### config.mk
export PLATFORM = sky130hd
export DESIGN_NAME = raster_tracker_flat
export DESIGN_NICKNAME = d
export VERILOG_FILES = /design/src/rtl/hdmi_tx_pkg.sv /design/src/rtl/test_pattern_gen_if.sv /design/src/rtl/test_pattern_gen_raster_tracker.sv /design/src/flat_wrapper.sv
export SDC_FILE = /design/constraint.sdc
export NUM_CORES = 1
export LEC_CHECK = 0
export CAP_MARGIN = 25
export CELL_PAD_IN_SITES_DETAIL_PLACEMENT = 0
export CELL_PAD_IN_SITES_GLOBAL_PLACEMENT = 1
export CORE_MARGIN = 5
export CORE_UTILIZATION = 33
export DETAILED_ROUTE_END_ITERATION = 8
export GPL_ROUTABILITY_DRIVEN = 0
export PLACE_DENSITY = 0.85
export SLEW_MARGIN = 20
export SYNTH_ARGS = -nofsm -noshare
export SYNTH_HDL_FRONTEND = slang
export SYNTH_SLANG_ARGS = --single-unit
### constraint.sdc
create_clock -name pixel_clock -period 1.9 [get_ports pixel_clock]
set_clock_uncertainty 0.1 [all_clocks]
set_input_delay 0.57 -clock pixel_clock [delete_from_list [all_inputs] [get_ports pixel_clock]]
set_output_delay 0.57 -clock pixel_clock [all_outputs]
set_load 0.02 [all_outputs]
### src/rtl/hdmi_tx_pkg.sv
// Shared types and constants for the HDMI transmit pixel path.
// Holds the pattern selector, the packed RGB pixel type and the colour-bar palette.
package hdmi_tx_pkg;

    typedef enum logic [1:0] {
        PAT_BARS  = 2'd0,
        PAT_GRID  = 2'd1,
        PAT_GRAD  = 2'd2,
        PAT_SOLID = 2'd3
    } pattern_e;

    typedef struct packed {
        logic [7:0] r;
        logic [7:0] g;
        logic [7:0] b;
    } rgb_t;

    localparam rgb_t COL_WHITE   = 24'hFFFFFF;
    localparam rgb_t COL_YELLOW  = 24'hFFFF00;
    localparam rgb_t COL_CYAN    = 24'h00FFFF;
    localparam rgb_t COL_GREEN   = 24'h00FF00;
    localparam rgb_t COL_MAGENTA = 24'hFF00FF;
    localparam rgb_t COL_RED     = 24'hFF0000;
    localparam rgb_t COL_BLUE    = 24'h0000FF;
    localparam rgb_t COL_BLACK   = 24'h000000;

    // Bars run left to right in descending luminance order.
    function automatic rgb_t bar_colour(input logic [2:0] idx);
        case (idx)
            3'd0:    bar_colour = COL_WHITE;
            3'd1:    bar_colour = COL_YELLOW;
            3'd2:    bar_colour = COL_CYAN;
            3'd3:    bar_colour = COL_GREEN;
            3'd4:    bar_colour = COL_MAGENTA;
            3'd5:    bar_colour = COL_RED;
            3'd6:    bar_colour = COL_BLUE;
            default: bar_colour = COL_BLACK;
        endcase
    endfunction

endpackage

### src/rtl/test_pattern_gen_if.sv
// Stage-1 raster bundle: registered syncs, pixel position, frame count and
// the per-frame latched pattern settings, passed from the tracker to the colour stage.
interface test_pattern_gen_if #(
    parameter int XW = 10,
    parameter int YW = 9
) ();
    logic                 hs;
    logic                 vs;
    logic                 de;
    logic [XW-1:0]        x;
    logic [YW-1:0]        y;
    logic [7:0]           frame;
    hdmi_tx_pkg::pattern_e pattern;
    hdmi_tx_pkg::rgb_t    solid;
    logic [2:0]           bar_idx;

    modport master (output hs, vs, de, x, y, frame, pattern, solid, bar_idx);
    modport slave  (input  hs, vs, de, x, y, frame, pattern, solid, bar_idx);
endinterface

### src/rtl/test_pattern_gen_raster_tracker.sv
// Stage 1: registers the timing-generator inputs, tracks x/y/frame/bar position,
// latches pattern settings at each vsync assertion and flags malformed rasters.
module raster_tracker
    import hdmi_tx_pkg::*;
#(
    parameter int H_ACTIVE        = 640,
    parameter int V_ACTIVE        = 480,
    parameter bit SYNC_ACTIVE_LOW = 1'b1,
    parameter int XW              = $clog2(H_ACTIVE),
    parameter int YW              = $clog2(V_ACTIVE)
) (
    input  logic               pixel_clock,
    input  logic               reset,
    input  logic               h_sync_in,
    input  logic               v_sync_in,
    input  logic               de_in,
    input  logic [1:0]         pattern_sel,
    input  rgb_t               solid_rgb,
    test_pattern_gen_if.master rt,
    output logic               timing_err
);
    localparam int   BAR_W     = H_ACTIVE / 8;
    localparam int   BW        = (BAR_W > 1) ? $clog2(BAR_W) : 1;
    localparam int   RW        = $clog2(H_ACTIVE + 1) + 1;
    localparam int   LW        = $clog2(V_ACTIVE + 1) + 1;
    localparam logic SYNC_IDLE = SYNC_ACTIVE_LOW;

    logic          hs_q, hs_d, vs_q, vs_d, de_q, de_d;
    logic [XW-1:0] x_q, x_d;
    logic [YW-1:0] y_q, y_d;
    logic [7:0]    frame_q, frame_d;
    pattern_e      pat_q, pat_d;
    rgb_t          solid_q, solid_d;
    logic [BW-1:0] bar_px_q, bar_px_d;
    logic [2:0]    bar_idx_q, bar_idx_d;
    logic [RW-1:0] run_q, run_d;
    logic [LW-1:0] lines_q, lines_d, lines_inc;
    logic          seen_q, seen_d, err_q, err_d;
    logic          vs_edge, de_fall;

    always_comb begin
        vs_edge   = (v_sync_in != SYNC_IDLE) && (vs_q == SYNC_IDLE);
        de_fall   = de_q && !de_in;
        // Line count including a line that ends in this very cycle.
        lines_inc = (de_fall && lines_q != '1) ? lines_q + LW'(1) : lines_q;

        hs_d      = h_sync_in;
        vs_d      = v_sync_in;
        de_d      = de_in;
        x_d       = x_q;
        y_d       = y_q;
        frame_d   = frame_q;
        pat_d     = pat_q;
        solid_d   = solid_q;
        bar_px_d  = bar_px_q;
        bar_idx_d = bar_idx_q;
        run_d     = run_q;
        lines_d   = vs_edge ? '0 : lines_inc;
        seen_d    = seen_q | vs_edge;
        err_d     = err_q
                  | (de_fall && run_q != RW'(H_ACTIVE))
                  | (vs_edge && seen_q && lines_inc != LW'(V_ACTIVE));

        if (!de_in || !de_q) begin
            x_d       = '0;
            bar_px_d  = '0;
            bar_idx_d = '0;
        end else begin
            if (x_q != XW'(H_ACTIVE - 1)) x_d = x_q + XW'(1);
            if (bar_px_q == BW'(BAR_W - 1)) begin
                bar_px_d = '0;
                if (bar_idx_q != 3'd7) bar_idx_d = bar_idx_q + 3'd1;
            end else begin
                bar_px_d = bar_px_q + BW'(1);
            end
        end

        // Run length saturates well above H_ACTIVE so long lines still mismatch.
        if (!de_in)           run_d = '0;
        else if (!de_q)       run_d = RW'(1);
        else if (run_q != '1) run_d = run_q + RW'(1);

        if (vs_edge) begin
            y_d     = '0;
            frame_d = frame_q + 8'd1;
            pat_d   = pattern_e'(pattern_sel);
            solid_d = solid_rgb;
        end else if (de_fall && y_q != YW'(V_ACTIVE - 1)) begin
            y_d = y_q + YW'(1);
        end
    end

    always_ff @(posedge pixel_clock) begin
        if (reset) begin
            hs_q      <= SYNC_IDLE;
            vs_q      <= SYNC_IDLE;
            de_q      <= 1'b0;
            x_q       <= '0;
            y_q       <= '0;
            frame_q   <= '0;
            pat_q     <= PAT_BARS;
            solid_q   <= '0;
            bar_px_q  <= '0;
            bar_idx_q <= '0;
            run_q     <= '0;
            lines_q   <= '0;
            seen_q    <= 1'b0;
            err_q     <= 1'b0;
        end else begin
            hs_q      <= hs_d;
            vs_q      <= vs_d;
            de_q      <= de_d;
            x_q       <= x_d;
            y_q       <= y_d;
            frame_q   <= frame_d;
            pat_q     <= pat_d;
            solid_q   <= solid_d;
            bar_px_q  <= bar_px_d;
            bar_idx_q <= bar_idx_d;
            run_q     <= run_d;
            lines_q   <= lines_d;
            seen_q    <= seen_d;
            err_q     <= err_d;
        end
    end

    assign rt.hs      = hs_q;
    assign rt.vs      = vs_q;
    assign rt.de      = de_q;
    assign rt.x       = x_q;
    assign rt.y       = y_q;
    assign rt.frame   = frame_q;
    assign rt.pattern = pat_q;
    assign rt.solid   = solid_q;
    assign rt.bar_idx = bar_idx_q;
    assign timing_err = err_q;

endmodule

### src/flat_wrapper.sv
// flat-port wrapper written by rule: the top's interface ports become plain ports
module raster_tracker_flat import hdmi_tx_pkg::*;
#(
    parameter int H_ACTIVE        = 640,
    parameter int V_ACTIVE        = 480,
    parameter bit SYNC_ACTIVE_LOW = 1'b1,
    parameter int XW              = $clog2(H_ACTIVE),
    parameter int YW              = $clog2(V_ACTIVE)
)
  (pixel_clock, reset, h_sync_in, v_sync_in, de_in, pattern_sel, solid_rgb, timing_err, rt_hs, rt_vs, rt_de, rt_x, rt_y, rt_frame, rt_pattern, rt_solid, rt_bar_idx);
  test_pattern_gen_if #(.XW(XW), .YW(YW)) rt_i ();
  input  logic pixel_clock;
  input  logic reset;
  input  logic h_sync_in;
  input  logic v_sync_in;
  input  logic de_in;
  input  logic [1:0] pattern_sel;
  input  rgb_t solid_rgb;
  output logic timing_err;
  output wire logic [$bits(rt_i.hs)-1:0] rt_hs;
  output wire logic [$bits(rt_i.vs)-1:0] rt_vs;
  output wire logic [$bits(rt_i.de)-1:0] rt_de;
  output wire logic [$bits(rt_i.x)-1:0] rt_x;
  output wire logic [$bits(rt_i.y)-1:0] rt_y;
  output wire logic [$bits(rt_i.frame)-1:0] rt_frame;
  output wire logic [$bits(rt_i.pattern)-1:0] rt_pattern;
  output wire logic [$bits(rt_i.solid)-1:0] rt_solid;
  output wire logic [$bits(rt_i.bar_idx)-1:0] rt_bar_idx;
  assign rt_hs = rt_i.hs;
  assign rt_vs = rt_i.vs;
  assign rt_de = rt_i.de;
  assign rt_x = rt_i.x;
  assign rt_y = rt_i.y;
  assign rt_frame = rt_i.frame;
  assign rt_pattern = rt_i.pattern;
  assign rt_solid = rt_i.solid;
  assign rt_bar_idx = rt_i.bar_idx;
  raster_tracker #(.H_ACTIVE(H_ACTIVE), .V_ACTIVE(V_ACTIVE), .SYNC_ACTIVE_LOW(SYNC_ACTIVE_LOW), .XW(XW), .YW(YW)) u_core (.pixel_clock(pixel_clock), .reset(reset), .h_sync_in(h_sync_in), .v_sync_in(v_sync_in), .de_in(de_in), .pattern_sel(pattern_sel), .solid_rgb(solid_rgb), .rt(rt_i), .timing_err(timing_err));
endmodule
==> impl_metrics.toml <==
[outcome]
status = "finished clean"

[clocking]
path_clk_slew_ps = 70
clk_path_buf_depth = 2
clkSinkCount = 89
cts_h_tree_depth = 3
cts_made_buffers = 9
cts.hold.buffers_added = 0
clkLatencyLatePin_ps = 330
clockRootBuffer = "sky130_fd_sc_hd__clkbuf_16"
tritoncts = "yes"

[pwr]
internal_power_mw = 2.96
power.share.sequential = 0.499
ir_worst_vdd_mv = 0.339
power_frac_comb = 0.087
cellPowerDensity_mw_per_mm2 = 732
cellLeakagePower_nw = 2.23
p_clk_frac = 0.414
switching_share = 0.237
net-switching-power_mw = 0.921

[sta]
grt_setup_unrepaired = "no"
final_period_minus_worst_setup_slack_ps = 1840
fin_worst_hold_slack_ps = 347
finalSetupTns_ps = 0
max-slew-margin-rel = 0.754
timing.final.hold_violations = 0
layout_worst_path_cycle_share = 0.970
worst_slew_pin_slew_ps = 369
final_slew_viol_count = 0
setup_viol_count_final = 0
layout_setup_ws_ps = 57.8
timing.fmax_mhz = 543

[critical_path]
worst_ep_arrival_time_ps = 1970
reg2reg_slack_ps = 80
beginning_of_the_worst_register_to_register_path = "u_core.lines_q[0]"
end_kind = "flip-flop"
cp_slowest_cell = "sky130_fd_sc_hd__o41ai_2"
worst-path-max-fanout = 5
critPathLaunchType = "input port"
timing.setup.critical_path_class = "in -> reg"
reg2reg_to = "u_core.timing_err"
crit_path_cell_trace = "dlygate4sd2_1, nand3b_1, o41ai_2, o221ai_2, o31a_1"
logic_depth_of_the_worst_register_to_register_path = 6
worst-endpoint-required_ps = 2020
critical-path-max-stage-delay_ps = 460

[yosys]
post_synth_inst_count = 447
proportion_of_synthesized_flip_flops_having_asynchronous_set_or_reset = 0
postSynth.topFlopCell = "sky130_fd_sc_hd__dfxtp_1"
yosys-top-cells-area = "sky130_fd_sc_hd__dfxtp_1, sky130_fd_sc_hd__nand2_1, sky130_fd_sc_hd__a21oi_1, sky130_fd_sc_hd__nor2_1, sky130_fd_sc_hd__xor2_1"
synth.ff_latch_count = 89
netlist.top_cell.by_area = "sky130_fd_sc_hd__dfxtp_1"
synth_warnings = 0
synth_edf_count = 0
post_synth.cell_area_avg_sq_um = 8.49
number_of_library_cell_types_mapped_by_synthesis = 51
yosysSeqAreaShare = 0.470
synthesis.nets = 487
synthesis.area_sq_mm = 0.00379
yosys.area.top_type_share = 0.470

[die]
top_level_ports = 91
start_util = 0.335
core_area_sq_mm = 0.0113
area_enclosed_by_the_die_boundary_sq_mm = 0.0137
floorplan.rows = 39
die_span_y_um = 117
die_width_um = 117

[layout]
design.final.nets = 607
final_cell_count_no_fill = 715
final_core_util = 0.469
final.fill_count = 1119
post_route_cells_drive_above_1_share = 0.122
layout_commonest_cell = "sky130_fd_sc_hd__dfxtp_1"
area_growth_syn_to_layout_pct = 40.0
multiInputGateArea_sq_mm = 0.00192
leading_cell_types_in_the_layout_fill_and_taps_excluded = "sky130_fd_sc_hd__dfxtp_1, sky130_fd_sc_hd__nand2_1, sky130_fd_sc_hd__dlygate4sd2_1"
insertedDiodeCount = 0
sequential_cell_area_sq_mm = 0.00178

[drt]
post_drt_via_cell_ratio = 4.86
antenna_left = 0
dr_total_vias = 3474
drt-wirelength-per-cell_um = 13.0
drt-initial-drc-count = 135
routed_wirelength_mm = 9.32
drc = 0
firstDrtPassIters = 4

[worst_hold_path]
holdPathEnd = "u_core.bar_px_q[0]"
min_delay_path_depth = 1
min-delay-start = "u_core.bar_px_q[0]"
hold_class = "reg -> reg"

[global_routing]
first_global_vias = 3341
groute.usage.overall = 0.136
wire_length_of_the_first_global_routing_pass_mm = 15.2
overflow = 0
number_of_antenna_violations_at_the_first_check_in_global_routing = 0
grt_start_max_net_pins = 38

[placed_design]
hpwlAfterDp_mm = 6.96
place_inst = 697
port_buffers = 90
dp_worst_setup_slack_ps = -508

[job]
timing.max_cap.violations = 0
## worst max path at each step
stage,start,endpoint,slack [ps],cells after the start
2_1_floorplan,u_core.lines_q[1],u_core.timing_err,20,6
3_3_place_gp,de_in,u_core.timing_err,-430,6
3_5_place_dp,de_in,u_core.timing_err,-510,6
4_1_cts,u_core.rt.y[0],rt_y[0],60,1
5_1_grt,u_core.bar_px_q[0],u_core.rt.bar_idx[1],1,6
6_report,de_in,u_core.timing_err,60,5
## cell families (layout without fill, tap and decap cells)
family	after synthesis	count (layout)	share of synthesized area
XOR/XNOR	34	34	0.0785
buffers and inverters	29	154	0.0297
flip-flops	89	89	0.470
AO/OA/AOI/OAI	72	72	0.114
multiplexers	6	6	0.0171
adder cells (fa/ha/maj)	9	9	0.0297
AND/OR/NAND/NOR	208	208	0.261
## worst max-delay path, delay by kind of cell
family | cells | cell delay (ps)
AO/OA/AOI/OAI | 3 | 860
AND/OR/NAND/NOR | 1 | 290
buffers and inverters | 1 | 250
## metal layers
layer	wire length, um	track usage	vias to the layer above
met5	0	0	-
met4	108	0.0505	0
met3	654	0.0339	11
met2	4470	0.232	87
met1	4100	0.166	1611
li1	-	-	1765
## power groups by stage
| stage | Clock [mW] | Combinational (mW) | Sequential [mW] |
|---|---|---|---|
| 3_5_place_dp | 0 | 0.369 | 1.98 |
| 2_1_floorplan | 0 | 0.115 | 2.03 |
| 6_report | 1.61 | 0.337 | 1.94 |
| 3_3_place_gp | 0 | 0.366 | 1.98 |
| 5_1_grt | 1.77 | 0.370 | 1.94 |
| 4_1_cts | 1.68 | 0.343 | 1.94 |
## area by class of cell
cell class,count,area share
clock inverters,6,0.00825
repair buffers,129,0.210
multi-input cells,329,0.362
well taps,143,0.0337
inverters,9,0.00636
flip-flops and latches,89,0.336
clock buffers,10,0.0431
## metrics by stage
stage | power (mW) | instance area (sq um)
after global routing | 4.08 | 5310
after CTS | 3.97 | 5300
after floorplan | 2.14 | 3790
final | 3.89 | 5310
after detailed placement | 2.35 | 5070
after global placement | 2.35 | 5070
## synthesized netlist by cell type (7+ instances only)
library cell / instances
sky130_fd_sc_hd__inv_1: 9
sky130_fd_sc_hd__nand3_1: 13
sky130_fd_sc_hd__ha_1: 9
sky130_fd_sc_hd__clkbuf_1: 16
sky130_fd_sc_hd__xor2_1: 18
sky130_fd_sc_hd__xnor2_1: 16
sky130_fd_sc_hd__nand2_1: 79
sky130_fd_sc_hd__a21oi_1: 45
sky130_fd_sc_hd__nand4_1: 15
sky130_fd_sc_hd__dfxtp_1: 89
sky130_fd_sc_hd__o21ai_0: 7
sky130_fd_sc_hd__nor2_1: 59
## flip-flops by register name, summed over array words and instances (netlist names), 2 cells and up
name,count
u_core.bar_px_q,7
u_core.rt.x,10
u_core.rt.pattern,2
u_core.rt.y,9
u_core.lines_q,10
u_core.rt.frame,8
u_core.rt.solid,24
u_core.rt.bar_idx,3
u_core.run_q,11
## repair_timing
action,in CTS,in global routing
cloned,0,0
endpoints found under the setup margin,62,1
resized for setup,65,3
pin swaps,3,0
buffers inserted,2,0
Note: power is estimated with default switching activity, not from simulation.
